===== src/rtl/process_scheduler_pkg.sv =====
// Shared types and helpers for the process scheduler: FSM state encoding,
// default sizing constants and a one-hot decode helper.
package process_scheduler_pkg;

  typedef enum logic [1:0] {IDLE, INIT, RUN, HALT} state_e;

  localparam int DEFAULT_PROCESSES  = 4;
  localparam int DEFAULT_STEP_WIDTH = 32;
  // Upper bound on process count; callers size-cast the result down.
  localparam int MAX_PROCESSES      = 256;

  function automatic logic [MAX_PROCESSES-1:0] onehot(input int unsigned index);
    return MAX_PROCESSES'(1) << index;
  endfunction

endpackage


===== src/rtl/process_scheduler_next_slot.sv =====
// Slot sequencing for one step. With PROCESS_SCHEDULER_SKIP_STOPPED_EN defined,
// stopped processes are skipped; otherwise every slot is visited in order.
module process_scheduler_next_slot
  import process_scheduler_pkg::*;
#(
  parameter int PROCESSES = DEFAULT_PROCESSES,
  parameter int PID_WIDTH = (PROCESSES > 1) ? $clog2(PROCESSES) : 1
) (
  input  logic [PID_WIDTH-1:0] slot,
  input  logic [PROCESSES-1:0] process_stop,
  output logic [PID_WIDTH-1:0] next_slot,
  output logic                 last,
  output logic [PID_WIDTH-1:0] first_slot,
  output logic                 none_live
);

`ifdef PROCESS_SCHEDULER_SKIP_STOPPED_EN
  // Descending scan so the lowest qualifying index is the one left standing.
  always_comb begin
    next_slot  = slot;
    last       = 1'b1;
    first_slot = '0;
    none_live  = 1'b1;
    for (int i = PROCESSES - 1; i >= 0; i--) begin
      if (!process_stop[i]) begin
        first_slot = PID_WIDTH'(i);
        none_live  = 1'b0;
        if (i > int'(slot)) begin
          next_slot = PID_WIDTH'(i);
          last      = 1'b0;
        end
      end
    end
  end
`else
  logic unused_stop;
  assign unused_stop = ^process_stop;
  assign next_slot   = slot + 1'b1;
  assign last        = (slot == PID_WIDTH'(PROCESSES - 1));
  assign first_slot  = '0;
  assign none_live   = 1'b0;
`endif

endmodule


===== src/rtl/process_scheduler.sv =====
// Process scheduler: one init cycle, then steps of one execute slot per process.
// Optional macro PROCESS_SCHEDULER_SKIP_STOPPED_EN skips stopped processes.
module process_scheduler
  import process_scheduler_pkg::*;
#(
  parameter int PROCESSES  = DEFAULT_PROCESSES,
  parameter int STEP_WIDTH = DEFAULT_STEP_WIDTH,
  parameter int PID_WIDTH  = (PROCESSES > 1) ? $clog2(PROCESSES) : 1
) (
  input  logic                  clock,
  input  logic                  reset,
  input  logic                  start,
  input  logic [STEP_WIDTH-1:0] maxSteps,
  input  logic [PROCESSES-1:0]  processStop,
  output logic                  initialise,
  output logic [PROCESSES-1:0]  processEnable,
  output logic [PID_WIDTH-1:0]  processCurrent,
  output logic [STEP_WIDTH-1:0] step,
  output logic                  stepDone,
  output logic                  running,
  output logic                  stopped,
  output logic                  timeout
);

  localparam logic [1:0] ST_IDLE = IDLE;
  localparam logic [1:0] ST_INIT = INIT;
  localparam logic [1:0] ST_RUN  = RUN;
  localparam logic [1:0] ST_HALT = HALT;

  logic [1:0]            state;
  logic [PID_WIDTH-1:0]  slot, next_slot, first_slot;
  logic                  last, none_live;
  logic [STEP_WIDTH-1:0] max_steps_q, step_inc;

  process_scheduler_next_slot #(.PROCESSES(PROCESSES), .PID_WIDTH(PID_WIDTH)) u_next_slot (
    .slot         (slot),
    .process_stop (processStop),
    .next_slot    (next_slot),
    .last         (last),
    .first_slot   (first_slot),
    .none_live    (none_live)
  );

  assign step_inc       = step + 1'b1;
  assign initialise     = (state == ST_INIT);
  assign running        = (state == ST_INIT) || (state == ST_RUN);
  assign processEnable  = (state == ST_RUN) ? PROCESSES'(onehot(32'(slot))) : '0;
  assign processCurrent = (state == ST_RUN) ? slot : '0;

  always_ff @(posedge clock) begin
    if (reset) begin
      state       <= ST_IDLE;
      slot        <= '0;
      max_steps_q <= '0;
      step        <= '0;
      stepDone    <= 1'b0;
      stopped     <= 1'b0;
      timeout     <= 1'b0;
    end else begin
      stepDone <= 1'b0;
      case (state)
        ST_IDLE, ST_HALT: begin
          if (start) begin
            max_steps_q <= maxSteps;
            step        <= '0;
            stopped     <= 1'b0;
            timeout     <= 1'b0;
            state       <= ST_INIT;
          end
        end
        ST_INIT: begin
          if (max_steps_q == '0) begin
            timeout <= 1'b1;
            state   <= ST_HALT;
          end else if (none_live) begin
            // Zero-slot step: everything already stopped before the first slot.
            step     <= step_inc;
            stepDone <= 1'b1;
            stopped  <= 1'b1;
            state    <= ST_HALT;
          end else begin
            slot  <= first_slot;
            state <= ST_RUN;
          end
        end
        ST_RUN: begin
          if (last) begin
            step     <= step_inc;
            stepDone <= 1'b1;
            if (&processStop) begin
              stopped <= 1'b1;
              state   <= ST_HALT;
            end else if (step_inc == max_steps_q) begin
              timeout <= 1'b1;
              state   <= ST_HALT;
            end else begin
              slot <= first_slot;
            end
          end else begin
            slot <= next_slot;
          end
        end
        default: state <= ST_IDLE;
      endcase
    end
  end

endmodule

===== config.mk =====
export PLATFORM = sky130hd
export DESIGN_NAME = process_scheduler
export DESIGN_NICKNAME = d
export VERILOG_FILES = /design/src/rtl/process_scheduler_pkg.sv /design/src/rtl/process_scheduler_next_slot.sv /design/src/rtl/process_scheduler.sv
export SDC_FILE = /design/constraint.sdc
export NUM_CORES = 1
export LEC_CHECK = 0
export ABC_AREA = 1
export CAP_MARGIN = 15
export CORE_MARGIN = 1.5
export CORE_UTILIZATION = 35
export DETAILED_ROUTE_END_ITERATION = 12
export PLACE_DENSITY = 0.68
export SLEW_MARGIN = 10
export SYNTH_ARGS = -nofsm -noshare
export SYNTH_HDL_FRONTEND = slang
export SYNTH_SLANG_ARGS = --single-unit
export TNS_END_PERCENT = 30

===== constraint.sdc =====
create_clock -name clock -period 3.6 [get_ports clock]
set_clock_uncertainty 0.05 [all_clocks]
set_input_delay 0.72 -clock clock [delete_from_list [all_inputs] [get_ports clock]]
set_output_delay 0.72 -clock clock [all_outputs]
set_load 0.005 [all_outputs]

After elaboration in Yosys (flattened, before gate mapping)
Index checks and enable logic that the tools add are counted.
Widths: inputs -> output; s select.

storage, ports and cells
  word-level logic and storage cells = 66
  input port bits = 39
  bits in registers = 71
  output and inout port bits = 43

cells by class
  multiplexer cells = 26
  reductions and logical operators = 13
  bitwise logic cells = 2
  eq/ne operators = 15
  shift-type cells = 1
  add/sub/neg operators = 2

operators by type and width
  operator               count
  $mux 32                2
  $pmux 32 s2            1
  $add 32x1->32 const B  1
  $eq 32x32->1           1
  $logic_not 32->1       1
  $mux 2                 9
  $reduce_and 4->1       3
  $mux 1                 9
  $ne 2x2->1 const B     4
  $eq 2x2->1 const B     3
  $ne 2x1->1 const B     3
  $ne 3x3->1 const B     2
  $pmux 2 s3             1
  $reduce_and 3->1       2
  $reduce_and 5->1       1
  $mux 4                 1
  $pmux 2 s2             1
  $reduce_or 2->1        2
  $shl 1x2->4 const A    1
  $ne 3x1->1 const B     1
  $pmux 1 s3             1
  $add 2x1->2 const B    1
  $eq 2x1->1 const B     1
  $logic_not 2->1        1
  5 further kinds        6

Longest topological paths before layout
  word-level depth = 6
  mapped depth = 19
  depth with buffers taken out = 19

By module
From an unflattened synthesis, not the netlist that was laid out.

second synthesis, totals
  cell total of the unflattened synthesis = 706
  area total of the unflattened synthesis = 4,459.3 um^2

by module, submodules not included
  module                       seq. area each (um^2)  instances  cells an instance  area each (um^2)
  process_scheduler            1,421.4                1          700                4,416.7
  process_scheduler_next_slot  0.0                    1          6                  42.5

Least setup slack after synthesis
Ideal clock, no wire load.

  path type = reg-to-reg
  start = register step[1]
  end = register slot[0]
  cell stages (with the launch flop) = 17
  library setup time = 0.110 ns
  arrival time = 1.965 ns
  buffers on the path = 0
  clock period less this slack = 2.124 ns
  data required time = 3.440 ns
  slack = 1.476 ns
  path through = dfxtp_1 -> ha_1 -> inv_1 -> nor2_4 -> nand2_1 -> nor2_4 -> nand3_1 -> nand3_1 -> nand2_1 -> nor2_1 -> nand2_1 -> nor2_1 -> nand4_1 -> nand3_1 -> nand2_1 -> inv_1 -> nor2_1

on the way
  cells in the longest elaborated chain, start to end = 4

RTL lines
  what                               line                      source
  from (decl)                        process_scheduler.sv:18   output logic [STEP_WIDTH-1:0] step,
  from (signal assigned)             process_scheduler.sv:77   step <= step_inc;
  from (signal assigned)             process_scheduler.sv:88   step <= step_inc;
  $add 32x1->32                      process_scheduler.sv:44   assign step_inc = step + 1'b1;
  $eq 32x32->1                       process_scheduler.sv:93   end else if (step_inc == max_steps_q) begin
  $ne 3x3->1 (no source line)        n/a
  $reduce_and 4->1 (no source line)  n/a
  to (signal assigned)               process_scheduler.sv:82   slot <= first_slot;
  to (signal assigned)               process_scheduler.sv:97   slot <= first_slot;
  to (signal assigned)               process_scheduler.sv:100  slot <= next_slot;
  to (decl)                          process_scheduler.sv:31   logic [PID_WIDTH-1:0] slot, next_slot, first_slot;

No other way between the ends.
A chain may end at the register's enable or synchronous reset.

Worst setup path in the final report
  start = register state[0]
  end = output port processEnable[3]

on the way
  cells in the longest elaborated chain, start to end = 2

RTL lines
  what                    line                     source
  from (decl)             process_scheduler.sv:30  logic [1:0] state;
  from (signal assigned)  process_scheduler.sv:52  state <= ST_IDLE;
  from (signal assigned)  process_scheduler.sv:68  state <= ST_INIT;
  from (signal assigned)  process_scheduler.sv:74  state <= ST_HALT;
  $eq 2x2->1              process_scheduler.sv:47  assign processEnable = (state == ST_RUN) ? PROCESSES'(onehot(32'(slot))) : '0;
  $mux 4                  process_scheduler.sv:47
  to (decl)               process_scheduler.sv:16  output logic [PROCESSES-1:0] processEnable,

No other way between the ends.

==> impl_results.md <==
- Non-filler cells, final: 1013
- Max clock buf depth: 2
- Fin nets: 882
- Final Cycle Share: 75.7%
- Synth area leader: dfxtp_1
- Register bit total from synthesis: 71
- CP max-delay cell: clkdlybuf4s50_1
- Worst Hold Slack: 0.435 ns
- Most frequent cells in the layout: nand2_1, inv_1, nor2_1, nand3_1, clkdlybuf4s50_1
- Reg2reg setup slack: 0.96 ns
- Vias in the first global route: 4633
- CP Class: register to output port
- Sink Count: 71
- Hold-fix buffers at CTS: 0
- Worst Hold Endpoint: max_steps_q[7]
- CORE AREA: 12700 um^2
- Diodes inserted: 0
- Seq/Total Area, Yosys: 31.0%
- Main area contributors after synthesis: dfxtp_1, nand2_1, nand3_1
- Initial Utilization: 36.1%
- Gpl congestion: 0.874
- Num ports: 82
- Tightest Hold Check Type: register to register
- Sequential cell area: 1420 um^2
- Status: complete, no violations
- Unrepaired setup endpoints after global routing: no
- First-pass GRT wire length: 22.7 mm
- Commonest non-fill, non-tap cell in the layout: nand2_1
- CP Cell Sequence: inv_1, ha_1, nand2_1, inv_1, clkdlybuf4s50_1
- Post-CTS sizing: 0
- Max Freq: 367 MHz
- Die area: 13800 um^2
- Worst R2R Path Depth: 15
- Setup crit start kind: register
- Slew Limit Fails: 0
- CTS H-tree lvls: 3
- Post-DRT Antenna Nets: 0
- Critical Path AT: 1.95 ns
- Post-CTS Setup Inserts: 0
- Worst VDD drop: 0.000539 V
- Placed Cells: 997
- Die H: 118 um
- Hpwl dp: 10.4 mm
- Clock Latency Late Sink: 0.35 ns
- Slew @ Worst Pin: 0.794 ns
- DRT iter0 DRCs: 271
- Initial antenna violation count: 0
- Routed len/inst: 13.4 um
- Synth unique cells: 31
- Worst hold path startpoint: max_steps_q[7]
- Crit-path max cell delay: 0.52 ns
- Setup TNS: 0 ns
- Final wirelength: 13.5 mm
- Final core occ: 46.5%
- Final hold vios: 0
- Residual DRC: 0
- FF-to-FF End: slot[1]
- Mapped Avg Cell Area: 6.06 um^2
- CTS tree: done
- Area Overhead vs Synth: 28.9%
- Worst rel slew slack: 46.9%
- LEAKAGE: 2.44 nW
- Critical path fanouts, max: 12
- Via/cell ratio: 4.84
- Num CTS Buffers: 9
- FF-to-FF Start: step[12]
- WP data required: 2.83 ns
- Pwr per Cell Area: 541 nW/um^2
- IO buf count: 81
- CTS clk-pin slew, worst paths: 0.06 ns
- Layout fillers: 1387
- Net count after synthesis: 804
- Gr usage total: 20.2%
- Total power: 3.20 mW
- Drt first pass iters: 5
- Largest net degree at the start of global routing: 50
- Max-cap viol count: 0
- Syn Inst Count: 758
- Site row count: 41
- Gr ovfl total: 0
- CP endpoint kind: output port
- Synthesized area: 4590 um^2
- Yosys top cell area share: 31.0%
- Crit path time final: 2.72 ns
- Vias after detailed routing: 4904
- Setup Viol. Count Final: 0
- Multi-input logic area: 2760 um^2
- Die Wd: 118 um
- Clock root buffer: clkbuf_16
- Synth Warn #: 0
- Hold Path Depth: 2
- Share of layout cells above drive strength 1: 6.54%
- Cell mode on critical path: inv_1
[worst max path at each step]
stage | slack, ns | to | cells past startpoint | from
2_1_floorplan | 1.48 | slot[0] | 16 | step[1]
3_3_place_gp | 1.02 | slot[1] | 15 | step[12]
3_5_place_dp | 1.0 | slot[1] | 15 | step[12]
4_1_cts | 0.88 | processEnable[3] | 5 | state[0]
5_1_grt | 0.71 | slot[1] | 15 | step[12]
6_report | 0.88 | processEnable[3] | 5 | state[0]
[synthesized netlist by cell type]
| master | n |
|---|---|
| o21bai_1 | 1 |
| xnor2_1 | 1 |
| clkbuf_1 | 15 |
| nand3_1 | 81 |
| a21oi_1 | 58 |
| nor3_1 | 2 |
| a211oi_1 | 1 |
| nand2_4 | 2 |
| ha_1 | 7 |
| nor2_1 | 82 |
| or2_2 | 2 |
| nor2_8 | 4 |
| o21ai_0 | 33 |
| nand3b_1 | 9 |
| and2_1 | 2 |
| nor2_2 | 8 |
| xor2_1 | 7 |
| nand4_1 | 8 |
| dfxtp_1 | 71 |
| nor2_4 | 3 |
| nand2_1 | 242 |
| nor4_1 | 7 |
| buf_2 | 2 |
| nand3_2 | 3 |
| o21ai_1 | 2 |
| inv_1 | 89 |
| buf_1 | 3 |
| a2bb2oi_1 | 1 |
| a22oi_1 | 1 |
| o21a_1 | 1 |
| nand2_2 | 10 |
[kinds of logic after synthesis]
| group | share of synthesized area, % |
|---|---|
| AO/OA/AOI/OAI | 11.0 |
| XOR/XNOR | 1.53 |
| adder cells (fa/ha/maj) | 1.91 |
| buffers and inverters | 8.96 |
| flip-flops | 31.0 |
| AND/OR/NAND/NOR | 45.7 |
[metal layers]
metal / vias up / GRT usage [%] / wire, um
li1: 2582 / - / -
met1: 2177 / 25.9 / 6490
met2: 130 / 33.5 / 6220
met3: 15 / 4.65 / 633
met4: 0 / 6.71 / 189
met5: - / 0 / 0
[stage by stage]
| stage | cell area [um^2] | setup slack [ns] |
|---|---|---|
| finish | 5920 | 0.876 |
| floorplan | 4590 | 1.48 |
| global placement | 5590 | 1.02 |
| detailed placement | 5590 | 1.00 |
| CTS | 5920 | 0.877 |
| global route | 5920 | 0.715 |
[power by group]
group	leakage, nW	internal [mW]	switching, mW
Sequential	0.580	0.940	0.131
Combinational	1.70	0.431	0.707
Clock	0.163	0.630	0.365
[critical path: cells and delay by family, from the launching register on]
family	cells	cell delay, ns
and+or+nand+nor	1	0.13
adders and majority gates	1	0.42
buffers and inverters	3	0.74
DFF	1	0.31
[state kept, by name, summed over array words and instances (netlist names)]
signal,count
max_steps_q,32
slot,2
state,2
step,32
stepDone,1
stopped,1
timeout,1
[final cells by class]
type / instances / area share, %
clock inverter: 6 / 1.54
inverter: 89 / 5.64
sequential: 71 / 24.0
timing repair buffer: 87 / 14.5
multi-input combinational: 578 / 46.7
tap: 172 / 3.64
clock buffer: 10 / 4.04
Power figures use the tool's default switching activity.
